==> config.mk <==
export PLATFORM = sky130hd
export DESIGN_NAME = estimador_func_mvmult_param
export DESIGN_NICKNAME = d
export VERILOG_FILES = /design/src/rtl/estimador_func_mvmult_pkg.sv /design/src/rtl/estimador_func_mvmult_sat_round.sv /design/src/rtl/estimador_func_mvmult_param.sv
export SDC_FILE = /design/constraint.sdc
export NUM_CORES = 2
export LEC_CHECK = 0
export BUFFER_PORTS_ARGS = -buffer_cell sky130_fd_sc_hd__buf_2
export CAP_MARGIN = 30
export CORE_MARGIN = 3
export CORE_UTILIZATION = 65
export CTS_CLUSTER_SIZE = 12
export DETAILED_ROUTE_END_ITERATION = 6
export PLACE_DENSITY = 0.81
export SYNTH_ARGS = -nofsm -noshare
export SYNTH_HDL_FRONTEND = slang
export SYNTH_SLANG_ARGS = --single-unit
==> constraint.sdc <==
create_clock -name ap_clk -period 26.6 [get_ports ap_clk]
set_clock_uncertainty 0.1 [all_clocks]
set_input_delay 2.66 -clock ap_clk [delete_from_list [all_inputs] [get_ports ap_clk]]
set_output_delay 2.66 -clock ap_clk [all_outputs]
set_load 0.005 [all_outputs]
==> src/rtl/estimador_func_mvmult_pkg.sv <==
`default_nettype none
// ============================================================================
// Module   : estimador_func_mvmult_pkg
// Brief    : Shared types and helpers for the estimator matrix-vector multiplier
// Revision : 1.0
// ============================================================================
package estimador_func_mvmult_pkg;

   typedef enum logic [1:0] {
      ST_IDLE  = 2'd0,
      ST_RUN   = 2'd1,
      ST_DRAIN = 2'd2
   } state_t;

   function automatic int clog2(input int n);
      int r;
      r = 0;
      for (int i = 0; i < 32; i++) begin
         if ((64'd1 << r) < 64'(n)) r = r + 1;
      end
      return r;
   endfunction

   function automatic int clog2_min1(input int n);
      return (clog2(n) < 1) ? 1 : clog2(n);
   endfunction

   // Saturation limits of a W-bit two's complement word (W <= 63)
   function automatic longint sat_max(input int w);
      return (longint'(1) <<< (w - 1)) - longint'(1);
   endfunction

   function automatic longint sat_min(input int w);
      return -(longint'(1) <<< (w - 1));
   endfunction

endpackage
`default_nettype wire

==> src/rtl/estimador_func_mvmult_sat_round.sv <==
`default_nettype none
// ============================================================================
// Module   : estimador_func_mvmult_sat_round
// Brief    : Round-half-up, arithmetic shift by FRAC and saturate to W bits
// Revision : 1.0
// ============================================================================
module estimador_func_mvmult_sat_round
   import estimador_func_mvmult_pkg::*;
#(
   parameter int ACC_W = 67,
   parameter int W     = 32,
   parameter int FRAC  = 16,
   parameter int TAG_W = 2
) (
   input  logic                    ap_clk,
   input  logic                    ap_rst_n,
   input  logic                    in_vld,
   input  logic signed [ACC_W-1:0] acc_in,
   input  logic [TAG_W-1:0]        tag_in,
   output logic [W-1:0]            y_out,
   output logic [TAG_W-1:0]        y_tag,
   output logic                    y_vld
);

   localparam logic signed [ACC_W:0] c_rnd     = (ACC_W+1)'(1) <<< (FRAC - 1);
   localparam logic signed [ACC_W:0] c_sat_max = (ACC_W+1)'(sat_max(W));
   localparam logic signed [ACC_W:0] c_sat_min = (ACC_W+1)'(sat_min(W));

   logic signed [ACC_W:0] w_t;
   logic signed [ACC_W:0] w_s;
   logic [W-1:0]          w_sat;

   // One extra bit so the rounding offset can never wrap the accumulator
   always_comb begin
      w_t   = (ACC_W+1)'(acc_in) + c_rnd;
      w_s   = w_t >>> FRAC;
      w_sat = w_s[W-1:0];
      if (w_s > c_sat_max)
         w_sat = c_sat_max[W-1:0];
      else if (w_s < c_sat_min)
         w_sat = c_sat_min[W-1:0];
   end

   always_ff @(posedge ap_clk) begin
      if (!ap_rst_n) begin
         y_out <= '0;
         y_tag <= '0;
         y_vld <= 1'b0;
      end else begin
         y_vld <= in_vld;
         if (in_vld) begin
            y_out <= w_sat;
            y_tag <= tag_in;
         end
      end
   end

endmodule
`default_nettype wire

==> src/rtl/estimador_func_mvmult_param.sv <==
`default_nettype none
// ============================================================================
// Module   : estimador_func_mvmult_param
// Brief    : y = A*x, one MAC per cycle, single round/saturate per row
// Revision : 1.0
// ============================================================================
module estimador_func_mvmult_param
   import estimador_func_mvmult_pkg::*;
#(
   parameter int W      = 32,
   parameter int FRAC   = 16,
   parameter int ROWS   = 3,
   parameter int COLS   = 3,
   parameter int ADDR_W = clog2_min1(ROWS * COLS),
   parameter int ACC_W  = 2 * W + clog2(COLS) + 1
) (
   input  logic                            ap_clk,
   input  logic                            ap_rst_n,
   input  logic                            ap_start,
   output logic                            ap_ready,
   output logic                            ap_done,
   output logic                            ap_idle,
   input  logic [COLS*W-1:0]               x_in,
   input  logic                            coef_we,
   input  logic [ADDR_W-1:0]               coef_addr,
   input  logic [W-1:0]                    coef_din,
   output logic [W-1:0]                    y_out,
   output logic [clog2_min1(ROWS)-1:0]     y_idx,
   output logic                            y_vld
);

   localparam int IDX_W = clog2_min1(ROWS);
   localparam int COL_W = clog2_min1(COLS);
   localparam int N     = ROWS * COLS;
   localparam logic [ADDR_W:0] c_n_coef = (ADDR_W+1)'(N);

   state_t r_state, w_state_nxt;
   logic   w_accept, w_issue, w_last_issue;

   logic [IDX_W-1:0]  r_row;
   logic [COL_W-1:0]  r_col;
   logic [ADDR_W-1:0] r_idx, w_raddr;

   logic signed [W-1:0] r_x [COLS];
   logic [W-1:0]        r_coef [N];
   logic signed [W-1:0] r_rdata;

   logic signed [2*W-1:0]   w_prod, r_prod;
   logic                    r_p_vld, r_p_first, r_p_last;
   logic [IDX_W-1:0]        r_p_row;
   logic signed [ACC_W-1:0] w_prod_ext, w_acc_nxt, r_acc;
   logic                    r_a_vld, r_a_done;
   logic [IDX_W-1:0]        r_a_row;
   logic                    r_ready, r_done;

   assign w_last_issue = (r_row == IDX_W'(ROWS - 1)) && (r_col == COL_W'(COLS - 1));

   // The RAM address leads the issue counter by one cycle so the coefficient
   // for (r,c) is already registered when (r,c) is issued.
   always_comb begin
      w_state_nxt = r_state;
      w_accept    = 1'b0;
      w_issue     = 1'b0;
      w_raddr     = r_idx + 1'b1;
      case (r_state)
         ST_IDLE: begin
            w_raddr = '0;
            if (ap_start) begin
               w_accept    = 1'b1;
               w_state_nxt = ST_RUN;
            end
         end
         ST_RUN: begin
            w_issue = 1'b1;
            if (w_last_issue) w_state_nxt = ST_DRAIN;
         end
         ST_DRAIN: begin
            if (r_done) w_state_nxt = ST_IDLE;
         end
         default: w_state_nxt = ST_IDLE;
      endcase
   end

   always_ff @(posedge ap_clk) begin
      if (!ap_rst_n) begin
         r_state <= ST_IDLE;
         r_row   <= '0;
         r_col   <= '0;
         r_idx   <= '0;
         r_ready <= 1'b0;
         for (int i = 0; i < COLS; i++) r_x[i] <= '0;
      end else begin
         r_state <= w_state_nxt;
         r_ready <= w_accept;
         if (w_accept) begin
            r_row <= '0;
            r_col <= '0;
            r_idx <= '0;
            for (int i = 0; i < COLS; i++) r_x[i] <= x_in[i*W +: W];
         end else if (w_issue) begin
            r_idx <= r_idx + 1'b1;
            if (r_col == COL_W'(COLS - 1)) begin
               r_col <= '0;
               r_row <= r_row + 1'b1;
            end else begin
               r_col <= r_col + 1'b1;
            end
         end
      end
   end

   // Coefficient storage is deliberately left out of reset
   always_ff @(posedge ap_clk) begin
      if (coef_we && (r_state == ST_IDLE) && ({1'b0, coef_addr} < c_n_coef))
         r_coef[coef_addr] <= coef_din;
      if ({1'b0, w_raddr} < c_n_coef)
         r_rdata <= r_coef[w_raddr];
   end

   assign w_prod     = (2*W)'(r_rdata) * (2*W)'(r_x[r_col]);
   assign w_prod_ext = ACC_W'(r_prod);
   assign w_acc_nxt  = r_p_first ? w_prod_ext : (r_acc + w_prod_ext);

   always_ff @(posedge ap_clk) begin
      if (!ap_rst_n) begin
         r_p_vld   <= 1'b0;
         r_p_first <= 1'b0;
         r_p_last  <= 1'b0;
         r_p_row   <= '0;
         r_prod    <= '0;
         r_acc     <= '0;
         r_a_vld   <= 1'b0;
         r_a_done  <= 1'b0;
         r_a_row   <= '0;
         r_done    <= 1'b0;
      end else begin
         r_p_vld <= w_issue;
         if (w_issue) begin
            r_prod    <= w_prod;
            r_p_first <= (r_col == '0);
            r_p_last  <= (r_col == COL_W'(COLS - 1));
            r_p_row   <= r_row;
         end
         if (r_p_vld) r_acc <= w_acc_nxt;
         r_a_vld  <= r_p_vld && r_p_last;
         r_a_done <= r_p_vld && r_p_last && (r_p_row == IDX_W'(ROWS - 1));
         r_a_row  <= r_p_row;
         r_done   <= r_a_done;
      end
   end

   estimador_func_mvmult_sat_round #(
      .ACC_W (ACC_W),
      .W     (W),
      .FRAC  (FRAC),
      .TAG_W (IDX_W)
   ) u_sat_round (
      .ap_clk   (ap_clk),
      .ap_rst_n (ap_rst_n),
      .in_vld   (r_a_vld),
      .acc_in   (r_acc),
      .tag_in   (r_a_row),
      .y_out    (y_out),
      .y_tag    (y_idx),
      .y_vld    (y_vld)
   );

   assign ap_idle  = (r_state == ST_IDLE);
   assign ap_ready = r_ready;
   assign ap_done  = r_done;

endmodule
`default_nettype wire

; ---- After elaboration in Yosys (flattened, before gate mapping)
; Memory sizes are Yosys's and may differ from the RTL's. A register that Yosys moved wholly into a read port is not among the register bits.
; Cells that the tools add are included.
[op_classes]
eq_ne = 8
multipliers = 1
n_mux = 23
addsub = 5
bitwise = 4
order_cmp = 4
reduce_logical = 10
[op_table]
columns = operator, n
row1 = 32-bit two-way mux, 5
row2 = 67-bit by 17-bit adder with 68-bit output (second input constant), 1
row3 = 67-bit by 64-bit adder with 67-bit output, 1
row4 = 67-bit two-way mux, 1
row5 = 32-bit by 32-bit multiplier with 64-bit output, 1
row6 = 52-bit by 32-bit > comparator with 1-bit output (second input constant), 1
row7 = 52-bit by 32-bit < comparator with 1-bit output (second input constant), 1
row8 = 2-bit two-way mux, 6
row9 = 1-bit two-way mux, 9
row10 = 2-bit == test (second input constant), 4
row11 = 4-bit < comparator (second input constant), 2
row12 = 2-bit != test (second input constant), 3
row13 = 2-bit one-hot mux with 3 select lines, 1
row14 = 1-bit logical AND, 5
row15 = 2-bit by 1-bit adder with 2-bit output (second input constant), 2
row16 = 4-bit by 1-bit adder with 4-bit output (second input constant), 1
row17 = 2-bit zero test, 2
row18 = 4-bit two-way mux, 1
row19 = 1-bit bitwise OR, 3
row20 = 3-bit AND reduction, 1
row21 = 2-bit by 1-bit == test with 1-bit output (second input constant), 1
row22 = 2-bit AND reduction, 1
row23 = 2-bit OR reduction, 1
row24 = 1-bit NOT, 1
[totals]
mem_count = 2
output_inout_bits = 38
mem_bits_rw = 384
in_bits = 136
reg_bits = 187
word_cells = 75
[memory_table]
columns = name, depth, word_bits, read_ports, rd_clocked_by_memory_dff, wr, line_no
row1 = r_coef, 9, 32, 1, 1, 1, estimador_func_mvmult_param.sv:45  ; logic [W-1:0] r_coef [N];
row2 = r_x, 3, 32, 1, 1, 3, estimador_func_mvmult_param.sv:44  ; logic signed [W-1:0] r_x [COLS];

; ---- Depth between registers and ports, before layout
[depth]
word_depth = 6
mapped_depth = 34
depth_no_buf = 30

; ---- By module
; Synthesis repeated with hierarchy kept, for this count alone.
[hier_totals]
cells_unflattened = 6420
hier_area_um2 = 63763.7
[by_module_without_submodules]
columns = module, instances, seq_area_each_um2, cells_each, area_each_um2
row1 = estimador_func_mvmult_param, 1, 15574.9, 6139, 61321.3
row2 = estimador_func_mvmult_sat_round, 1, 700.7, 281, 2442.3

; ---- Least setup slack after synthesis
; Ideal clock, no wire load.
[synth_path]
kind = flip-flop to flip-flop
from = register (tool-made name)
to = register r_prod[61]
required_time_ps = 26380
path_buffers = 3
slack_ps = 17414
stages_incl_launch_ff = 34
t_arrival_ps = 8967
setup_time_ps = 120
period_less_slack_ps = 9186
cell_sequence = dfxtp_1 clkbuf_1 buf_1 mux2i_1 o21ai_0 clkbuf_1 nand2_1 inv_1 fa_1 inv_1 fa_1 inv_1 fa_1 fa_1 inv_1 fa_1 inv_1 fa_1 inv_1 fa_1 inv_1 fa_1 ha_1 a21oi_1 o21ai_0 a21o_1 a21oi_1 nand2_1 a211o_1 and2_1 a311oi_1 o21bai_1 a21o_1 a211o_1
[synth_rtl]
columns = item, line_no
row1 = "end signal, assigned", estimador_func_mvmult_param.sv:139  ; r_prod <= w_prod;
row2 = "end, declared", estimador_func_mvmult_param.sv:48  ; logic signed [2*W-1:0] w_prod, r_prod;

==> metrics.yaml <==
status: "finished, final reports clean"
synth_ff_type: "edfxtp_1"
crit_arrival_ns: 10.57
nets: 7972
die_area_um2: 102900
synth_seq_cells: 605
hold_class: "reg2reg"
maxCapViolCount: 0
setup_violations: 0
worstSkewPairLatency_ns: 0.65
postSynthAreaPerCell_um2: 9.847
slew_headroom_pct: 30.65
ant_nets: 0
synth_edf_count: 416
synthCells: 6542
place_congestion: 0.9492
die_x_um: 320.8
multiInputGateArea_um2: 43200
cts_setup_buffers: 0
drc: 0
hpwlAfterDp_um: 119000
initial_core_util_pct: 66.12
tightest_slew_ns: 1.036
fin_tns_setup_ns: 0
final_cell_mix: "fa_1, inv_1, nand2_1"
max_clock_freq_ghz: 0.09878
fin_crit_ns: 10.12
firstDrtPassIters: 6
place_ws_ns: 16.51
path_class: "reg2reg"
htree_levels: 3
postCtsHoldBufs: 0
worstSetupEndpointType: "flop"
overflow: 0
grt_usage_pct: 32.84
final_common_cell: "fa_1"
grt_pass1_wl_um: 266500
period_share_pct: 38.06
die_h_um: 320.8
cts_tree: "built"
postLayoutCoreUtil_pct: 70.43
wl_per_cell_um: 20.83
async_reset_ff_share_pct: 0
ys_warn_count: 0
cts.clk_slew.worst_paths_ns: 0.06
rsz0062_at_grt: "no"
yosysTopAreaCell: "fa_1"
ys_types: 82
synth_area_leaders: "fa_1, edfxtp_1, dfxtp_1"
wl_um: 162900
slowest_delay_ns: 1.04
grt_pass1_vias: 50490
cts.repair.resized: 0
finalWorstSetupSlack_ns: 16.48
syn-num-nets: 8014
regArea_um2: 16290
clk_path_buf_depth: 3
ys_seq_area_share_pct: 25.27
crit_top_cell: "fa_1"
synth_area_um2: 64420
cts_made_buffers: 69
grt_max_degree: 99
crit_slowest_cell: "fa_1"
slew_violations: 0
required_ns: 27.04
hold_viol_final: 0
cts_sinks: 605
cp.buffers_inverters: 6
rows: 114
drive_above_1_share_pct: 7.442
path_delay_family: "adder cells"
vias_per_cell: 6.040
crit_path_max_fanout: 64
drt_iter0_drc: 3665
hold_ws_ns: 0.3209
coreArea_um2: 97420
synth_top_area_share_pct: 33.66
critPathLaunchType: "flop"
vias: 47250
port_buffers: 173
syn2layout_area_growth_pct: 6.520
n_fill_cell: 7037
cts_root_buf: "clkbuf_16"
antenna_found_initial: 5
io_pins: 174
## per-stage QoR
| stage | area [µm²] | instances |
|---|---|---|
| final | 68620 | 7822 |
| after floorplan | 64420 | 6542 |
| after global routing | 68620 | 7821 |
| after detailed placement | 66450 | 7704 |
| after CTS | 68590 | 7819 |
| after global placement | 66400 | 7701 |
## state kept, by name, indices dropped and copies added, names as in the netlist, named ones only
signal,count
r_p_first,1
u_sat_round.y_out,32
r_col,2
r_x,96
r_state,2
r_a_vld,1
r_idx,4
r_row,2
r_p_row,2
u_sat_round.y_vld,1
u_sat_round.y_tag,2
r_a_row,2
ap_done,1
r_rdata,32
r_prod,64
r_acc,67
r_p_last,1
ap_ready,1
r_a_done,1
r_coef,288
r_p_vld,1
## metal layers
layer	up-vias	global-route usage, %	part of all wire, %
met1	23760	41.11	37
li1	20700	-	-
met5	-	0	0.028
met2	2206	55.84	50
met4	6	16.12	5.4
met3	579	5.581	8.2
## synth_stat cells, drive strengths merged, types with 112 or more instances
cell	instances
a21oi	296
and2	326
clkbuf	350
dfxtp	189
edfxtp	416
fa	1083
ha	253
inv	991
nand2	877
nand3	127
nor2	237
nor2b	315
o21ai	198
xnor2	112
## cells by family after synthesis
family | Yosys count | share of synthesized area (%)
multiplexers | 51 | 0.7963
XOR/XNOR | 175 | 2.379
AND/OR/NAND/NOR | 2107 | 16.12
flip-flops | 605 | 25.27
buffers and inverters | 1378 | 8.107
AO/OA/AOI/OAI | 890 | 8.760
adder cells (fa/ha/maj) | 1336 | 38.57
## worst paths after layout
check / startpoint / end / slack (ns) / cells past startpoint
worst max-delay path: flop / r_prod[61]$_SDFFE_PN0P_ / 16.48 / 29
worst min-delay path: r_p_row[0]$_SDFFE_PN0P_ / r_a_done$_SDFF_PN0_ / 0.32 / 1
worst max register to register: flop / r_prod[61]$_SDFFE_PN0P_ / 16.48 / 29
worst min register to register: r_p_row[0]$_SDFFE_PN0P_ / r_a_done$_SDFF_PN0_ / 0.32 / 1
## area by class of cell
class | count | area share, %
flip-flops and latches | 605 | 23.73
well taps | 1276 | 2.327
diodes | 2 | 0.007294
inverters | 991 | 5.423
multi-input cells | 4559 | 62.96
repair buffers | 274 | 2.442
clock inverters | 30 | 0.4194
clock buffers | 85 | 2.693
Power is left out: the tool's default activity adds up to more than one toggle a clock period on the data nets, which glitch-free logic cannot reach.
